`config.mk`:
```
export PLATFORM = sky130hd
export DESIGN_NAME = id_stage_flat
export DESIGN_NICKNAME = d
export VERILOG_FILES = /design/src/rtl/id_stage_if.sv /design/src/rtl/id_stage.sv /design/src/flat_wrapper.sv
export SDC_FILE = /design/constraint.sdc
export NUM_CORES = 2
export LEC_CHECK = 0
export CORE_MARGIN = 1
export CORE_UTILIZATION = 50
export DETAILED_ROUTE_END_ITERATION = 6
export PLACE_DENSITY = 0.67
export SYNTH_ARGS = -nofsm -noshare
export SYNTH_HDL_FRONTEND = slang
export SYNTH_SLANG_ARGS = --single-unit
```
`constraint.sdc`:
```
create_clock -name clk -period 3.65 [get_ports clk]
set_input_delay 0.365 -clock clk [delete_from_list [all_inputs] [get_ports clk]]
set_output_delay 0.365 -clock clk [all_outputs]
set_load 0.05 [all_outputs]
```
`src/rtl/id_stage_if.sv`:
```
// Bundle between fetch/control/writeback logic and the decode stage.
// The master side drives instructions, pipeline control and writeback; the slave is the stage.
interface id_stage_if #(
    parameter int DATA_W = 32
);
    logic [31:0]       instr_in;
    logic              instr_valid;
    logic              instr_ready;
    logic              stall;
    logic              flush;
    logic              wb_en;
    logic [4:0]        wb_addr;
    logic [DATA_W-1:0] wb_data;
    logic              ex_valid;
    logic [5:0]        ex_op;
    logic [4:0]        ex_dst;
    logic [DATA_W-1:0] ex_a;
    logic [DATA_W-1:0] ex_b;
    logic              ex_is_imm;
    logic              ex_illegal;

    modport master (
        output instr_in, instr_valid, stall, flush, wb_en, wb_addr, wb_data,
        input  instr_ready, ex_valid, ex_op, ex_dst, ex_a, ex_b, ex_is_imm, ex_illegal
    );

    modport slave (
        input  instr_in, instr_valid, stall, flush, wb_en, wb_addr, wb_data,
        output instr_ready, ex_valid, ex_op, ex_dst, ex_a, ex_b, ex_is_imm, ex_illegal
    );
endinterface

```
`src/rtl/id_stage.sv`:
```
// Instruction decode stage: opcode classification, 32x32 register file with
// same-cycle writeback bypass, and a stallable/flushable ID/EX register.
module id_stage #(
    parameter int DATA_W   = 32,
    parameter int ZERO_REG = 1
) (
    input  logic      clk,
    input  logic      rst,
    id_stage_if.slave bus
);

    logic [DATA_W-1:0] rf [32];

    logic [5:0]        op;
    logic [4:0]        dst;
    logic [4:0]        rs_a;
    logic [4:0]        rs_b;
    logic              is_r;
    logic              is_i;
    logic              illegal;
    logic [DATA_W-1:0] imm_ext;
    logic [DATA_W-1:0] rd_a;
    logic [DATA_W-1:0] rd_b;
    logic [DATA_W-1:0] opnd_b;
    logic              wb_live;

    assign op      = bus.instr_in[31:26];
    assign dst     = bus.instr_in[25:21];
    assign rs_a    = bus.instr_in[20:16];
    assign rs_b    = bus.instr_in[15:11];
    assign is_r    = (op[5:3] == 3'b010);
    assign is_i    = (op[5:3] == 3'b011);
    assign illegal = ~(is_r | is_i);
    assign imm_ext = {{(DATA_W-16){bus.instr_in[15]}}, bus.instr_in[15:0]};

    assign bus.instr_ready = ~bus.stall;

    // A write to r0 is dead when r0 is hardwired, so it must neither land nor bypass.
    assign wb_live = bus.wb_en && !((ZERO_REG != 0) && (bus.wb_addr == 5'd0));

    always_comb begin
        rd_a = rf[rs_a];
        if ((ZERO_REG != 0) && (rs_a == 5'd0)) begin
            rd_a = '0;
        end else if (wb_live && (bus.wb_addr == rs_a)) begin
            rd_a = bus.wb_data;
        end
    end

    always_comb begin
        rd_b = rf[rs_b];
        if ((ZERO_REG != 0) && (rs_b == 5'd0)) begin
            rd_b = '0;
        end else if (wb_live && (bus.wb_addr == rs_b)) begin
            rd_b = bus.wb_data;
        end
    end

    assign opnd_b = is_i ? imm_ext : rd_b;

    always_ff @(posedge clk or negedge rst) begin
        if (!rst) begin
            for (int i = 0; i < 32; i++) begin
                rf[i] <= '0;
            end
        end else if (wb_live) begin
            rf[bus.wb_addr] <= bus.wb_data;
        end
    end

    // Flush beats stall; an unstalled edge loads the decode even for bubbles.
    always_ff @(posedge clk or negedge rst) begin
        if (!rst) begin
            bus.ex_valid   <= 1'b0;
            bus.ex_op      <= '0;
            bus.ex_dst     <= '0;
            bus.ex_a       <= '0;
            bus.ex_b       <= '0;
            bus.ex_is_imm  <= 1'b0;
            bus.ex_illegal <= 1'b0;
        end else if (bus.flush) begin
            bus.ex_valid   <= 1'b0;
            bus.ex_op      <= '0;
            bus.ex_dst     <= '0;
            bus.ex_a       <= '0;
            bus.ex_b       <= '0;
            bus.ex_is_imm  <= 1'b0;
            bus.ex_illegal <= 1'b0;
        end else if (!bus.stall) begin
            bus.ex_valid   <= bus.instr_valid;
            bus.ex_op      <= op;
            bus.ex_dst     <= dst;
            bus.ex_a       <= rd_a;
            bus.ex_b       <= opnd_b;
            bus.ex_is_imm  <= is_i;
            bus.ex_illegal <= illegal;
        end
    end

endmodule
```
`src/flat_wrapper.sv`:
```
// flat-port wrapper written by rule: the top's interface ports become plain ports
module id_stage_flat 
#(
    parameter int DATA_W   = 32,
    parameter int ZERO_REG = 1
)
  (clk, rst, bus_instr_in, bus_instr_valid, bus_stall, bus_flush, bus_wb_en, bus_wb_addr, bus_wb_data, bus_instr_ready, bus_ex_valid, bus_ex_op, bus_ex_dst, bus_ex_a, bus_ex_b, bus_ex_is_imm, bus_ex_illegal);
  id_stage_if #(.DATA_W(DATA_W)) bus_i ();
  input  logic clk;
  input  logic rst;
  input wire logic [$bits(bus_i.instr_in)-1:0] bus_instr_in;
  input wire logic [$bits(bus_i.instr_valid)-1:0] bus_instr_valid;
  input wire logic [$bits(bus_i.stall)-1:0] bus_stall;
  input wire logic [$bits(bus_i.flush)-1:0] bus_flush;
  input wire logic [$bits(bus_i.wb_en)-1:0] bus_wb_en;
  input wire logic [$bits(bus_i.wb_addr)-1:0] bus_wb_addr;
  input wire logic [$bits(bus_i.wb_data)-1:0] bus_wb_data;
  output wire logic [$bits(bus_i.instr_ready)-1:0] bus_instr_ready;
  output wire logic [$bits(bus_i.ex_valid)-1:0] bus_ex_valid;
  output wire logic [$bits(bus_i.ex_op)-1:0] bus_ex_op;
  output wire logic [$bits(bus_i.ex_dst)-1:0] bus_ex_dst;
  output wire logic [$bits(bus_i.ex_a)-1:0] bus_ex_a;
  output wire logic [$bits(bus_i.ex_b)-1:0] bus_ex_b;
  output wire logic [$bits(bus_i.ex_is_imm)-1:0] bus_ex_is_imm;
  output wire logic [$bits(bus_i.ex_illegal)-1:0] bus_ex_illegal;
  assign bus_i.instr_in = bus_instr_in;
  assign bus_i.instr_valid = bus_instr_valid;
  assign bus_i.stall = bus_stall;
  assign bus_i.flush = bus_flush;
  assign bus_i.wb_en = bus_wb_en;
  assign bus_i.wb_addr = bus_wb_addr;
  assign bus_i.wb_data = bus_wb_data;
  assign bus_instr_ready = bus_i.instr_ready;
  assign bus_ex_valid = bus_i.ex_valid;
  assign bus_ex_op = bus_i.ex_op;
  assign bus_ex_dst = bus_i.ex_dst;
  assign bus_ex_a = bus_i.ex_a;
  assign bus_ex_b = bus_i.ex_b;
  assign bus_ex_is_imm = bus_i.ex_is_imm;
  assign bus_ex_illegal = bus_i.ex_illegal;
  id_stage #(.DATA_W(DATA_W), .ZERO_REG(ZERO_REG)) u_core (.clk(clk), .rst(rst), .bus(bus_i));
endmodule
```
==> load_flow_metrics.sql <==
INSERT INTO impl_metrics (metric_group, metric, value, unit) VALUES
('outcome', 'run_status', 'completed', ''),
('drt', 'detail_route.iter0.violations', '4407', ''),
('critical_path', 'crit_path_start_kind', 'primary input', ''),
('placed_design', 'routabilityCongestion', '0.894', ''),
('timing', 'period_minus_slack', '2.91', 'ns'),
('timing', 'unrepaired_setup_endpoints_after_global_routing', 'false', ''),
('global_route', 'first_pass_grt_wire_length', '288', 'mm'),
('clock_network', 'cts.hold.buffers_added', '1', ''),
('timing', 'fmax', '344', 'MHz'),
('clock_network', 'cts.htree.levels', '3', ''),
('pwr', 'ir_drop', '417', 'uV'),
('critical_path', 'crit_arrival', '3.53', 'ns'),
('run', 'drv_cap', '0', ''),
('synth', 'synthTopCellsByCount', 'dfrtp_1 (1102), mux2_2 (1055), mux4_2 (402)', ''),
('synth', 'ys_warn_count', '0', ''),
('finish', 'post_route_cells_drive_above_1_share', '47.0', '%'),
('hold_path', 'min_path_cells', '3', ''),
('timing', 'final.period_utilization', '79.7', '%'),
('clock_network', 'post_cts_resized', '0', ''),
('synth', 'synthesis.area', '58100', 'um2'),
('synth', 'postSynthAreaPerCell', '14.5', 'um2'),
('timing', 'finalClockSkew', '0.0313', 'ns'),
('global_route', 'grt_start_max_net_pins', '113', ''),
('synth', 'synth-async-reset-ratio', '100', '%'),
('synth', 'post_synth_num_cell_types', '63', ''),
('timing', 'report.final.hold_viol_count', '0', ''),
('synth', 'postSynth.topFlopCell', 'dfrtp_1', ''),
('die', 'boundaryPins', '154', ''),
('finish', 'fillers', '9129', ''),
('drt', 'detail-route-antenna-nets', '0', ''),
('global_route', 'first_global_vias', '39778', ''),
('die', 'design.core.area', '115000', 'um2'),
('clock_network', 'clk_transition_reported_paths', '0.06', 'ns'),
('clock_network', 'numCtsBuffers', '120', ''),
('synth', 'synth_top_area_share', '47.5', '%'),
('clock_network', 'clock_insertion_delay_worst_skew', '0.74', 'ns'),
('critical_path', 'r2r_cells', '5', ''),
('synth', 'synth.most_common_cell', 'dfrtp_1', ''),
('finish', 'final_area', '66000', 'um2'),
('critical_path', 'crit_path_max_fanout', '21', ''),
('placed_design', 'place_ws', '0.0719', 'ns'),
('critical_path', 'crit_path_end_kind', 'register', ''),
('pwr', 'static-leakage-power', '28.4', 'nW'),
('die', 'die_y', '343', 'um'),
('timing', 'drv_slew', '0', ''),
('clock_network', 'post-cts-setup-buffers', '0', ''),
('critical_path', 'required', '4.28', 'ns'),
('critical_path', 'crit_path_kind', 'in -> reg', ''),
('finish', 'final-instance-count-excl-fill', '5645', ''),
('synth', 'netlist_top_cells_area', 'dfrtp_1 (47%), mux2_2 (20%), mux4_2 (16%)', ''),
('global_route', 'grt_usage', '33.8', '%'),
('drt', 'route.final.wire_length', '197', 'mm'),
('timing', 'finalSetupTns', '0', 'ns'),
('placed_design', 'post-place-cells', '5427', ''),
('global_route', 'grt.overflow.total', '0', ''),
('placed_design', 'dp_hpwl', '122', 'mm'),
('drt', 'drt-vias-per-instance', '6.99', ''),
('clock_network', 'clk_path_buf_depth', '3', ''),
('drt', 'wl_per_cell', '34.9', 'um'),
('pwr', 'seqPwrFrac', '45.1', '%'),
('placed_design', 'port-buffer-count', '153', ''),
('hold_path', 'timing.hold.worst.class', 'in -> reg', ''),
('synth', 'postSynthCellCount', '3994', ''),
('synth', 'synth_edf_count', '0', ''),
('drt', 'vias_after_detailed_routing', '39453', ''),
('die', 'area_enclosed_by_the_die_boundary', '118000', 'um2'),
('drt', 'first_pass_iters', '6', ''),
('synth', 'synth_seq_cells', '1102', ''),
('finish', 'area_occupied_by_multi_input_gates', '28500', 'um2'),
('timing', 'timing.final.ws_setup', '0.742', 'ns'),
('pwr', 'p_comb_share', '20.1', '%');
## area by class of cell
cell class              instances  area share, %
flip-flops and latches       1102           41.8
diodes                          3         0.0114
clock buffers                 180           5.46
repair buffers                369           5.99
clock inverters                34          0.599
multi-input cells            2428           43.2
inverters                      17         0.0967
well taps                    1512           2.87
## through the flow
stage	hold WS (ns)	utilization, %
final	0.246	57.5
after global routing	0.266	57.5
after CTS	0.224	57.5
after detailed placement	0.386	54.0
after global placement	0.381	54.0
after floorplan	0.0694	-
## placed cells by master (no fill, tap or decap), types with 11 or more instances in the layout
cell type and n:
clkinv_2 19, clkbuf_1 26, a211oi_1 40, nand2b_1 18, a21oi_1 49, o221ai_1 54
a22o_1 37, clkbuf_8 32, buf_12 63, mux2_2 1055, a222oi_1 11, nor2_1 56
o31ai_1 37, buf_4 153, o21ai_0 48, clkbuf_16 123, a221oi_1 30, clkdlybuf4s50_1 143
inv_1 14, mux4_2 402, a21o_1 14, nor2_4 18, nor3_1 14, a22oi_1 87
o22ai_1 29, dfrtp_1 1102, a221o_1 20, nand2_1 39, mux2i_1 220, nand3_1 17
## worst max-delay path, stage by stage
cell and delay, ns:
clkdlybuf4s50_1 0.66, xnor2_1 0.28, nand4_1 0.23, nor4b_4 1.07, buf_4 0.60, a22oi_1 0.17, o31ai_1 0.12
## layer usage
| layer | vias to the layer above | part of all wire, % | global-route usage, % | wire length, um |
|---|---|---|---|---|
| li1 | 15571 | - | - | - |
| met3 | 542 | 9.6 | 8.42 | 18800 |
| met1 | 21180 | 40 | 45.9 | 78500 |
| met2 | 2150 | 45 | 51.0 | 89200 |
| met5 | - | 0.035 | 0 | 69 |
| met4 | 10 | 5.3 | 16.4 | 10400 |
## sequential cells by signal, summed over array words and instances, names as in the netlist
register               flops
u_core.bus.ex_dst          5
u_core.bus.ex_op           6
u_core.bus.ex_b           32
u_core.bus.ex_valid        1
u_core.bus.ex_a           32
u_core.bus.ex_illegal      1
u_core.rf               1024
u_core.bus.ex_is_imm       1
## final timing paths
kind / start / end / slack, ns
setup / recovery: bus_wb_addr[0] / u_core.bus.ex_a[2] / 0.74
hold / removal: bus_instr_in[25] / u_core.bus.ex_dst[4] / 0.25
setup reg to reg: u_core.rf[151] / u_core.bus.ex_a[23] / 1.45
hold reg to reg: u_core.rf[1017] / u_core.rf[1017] / 0.40
max in group asynchronous: rst / u_core.rf[223] / 2.19
min in group asynchronous: rst / u_core.bus.ex_a[0] / 0.29
## cell families after synthesis
logic type | count (synthesis) | share of synthesized area [%]
and+or+nand+nor | 241 | 2.08
AOI/OAI and AO/OA | 496 | 6.43
DFF | 1102 | 47.5
muxes | 1681 | 39.9
buffers and inverters | 464 | 3.99
xor gates and xnor gates | 10 | 0.151
## power by group through the flow
stage               sequential, W  clock (W)  combinational [W]
floorplan                  0.0159          0            0.00513
global placement           0.0162          0            0.00701
detailed placement         0.0163          0            0.00714
CTS                        0.0161     0.0126            0.00718
global route               0.0164     0.0131            0.00763
finish                     0.0162     0.0125            0.00720
Power figures use the tool's default switching activity.
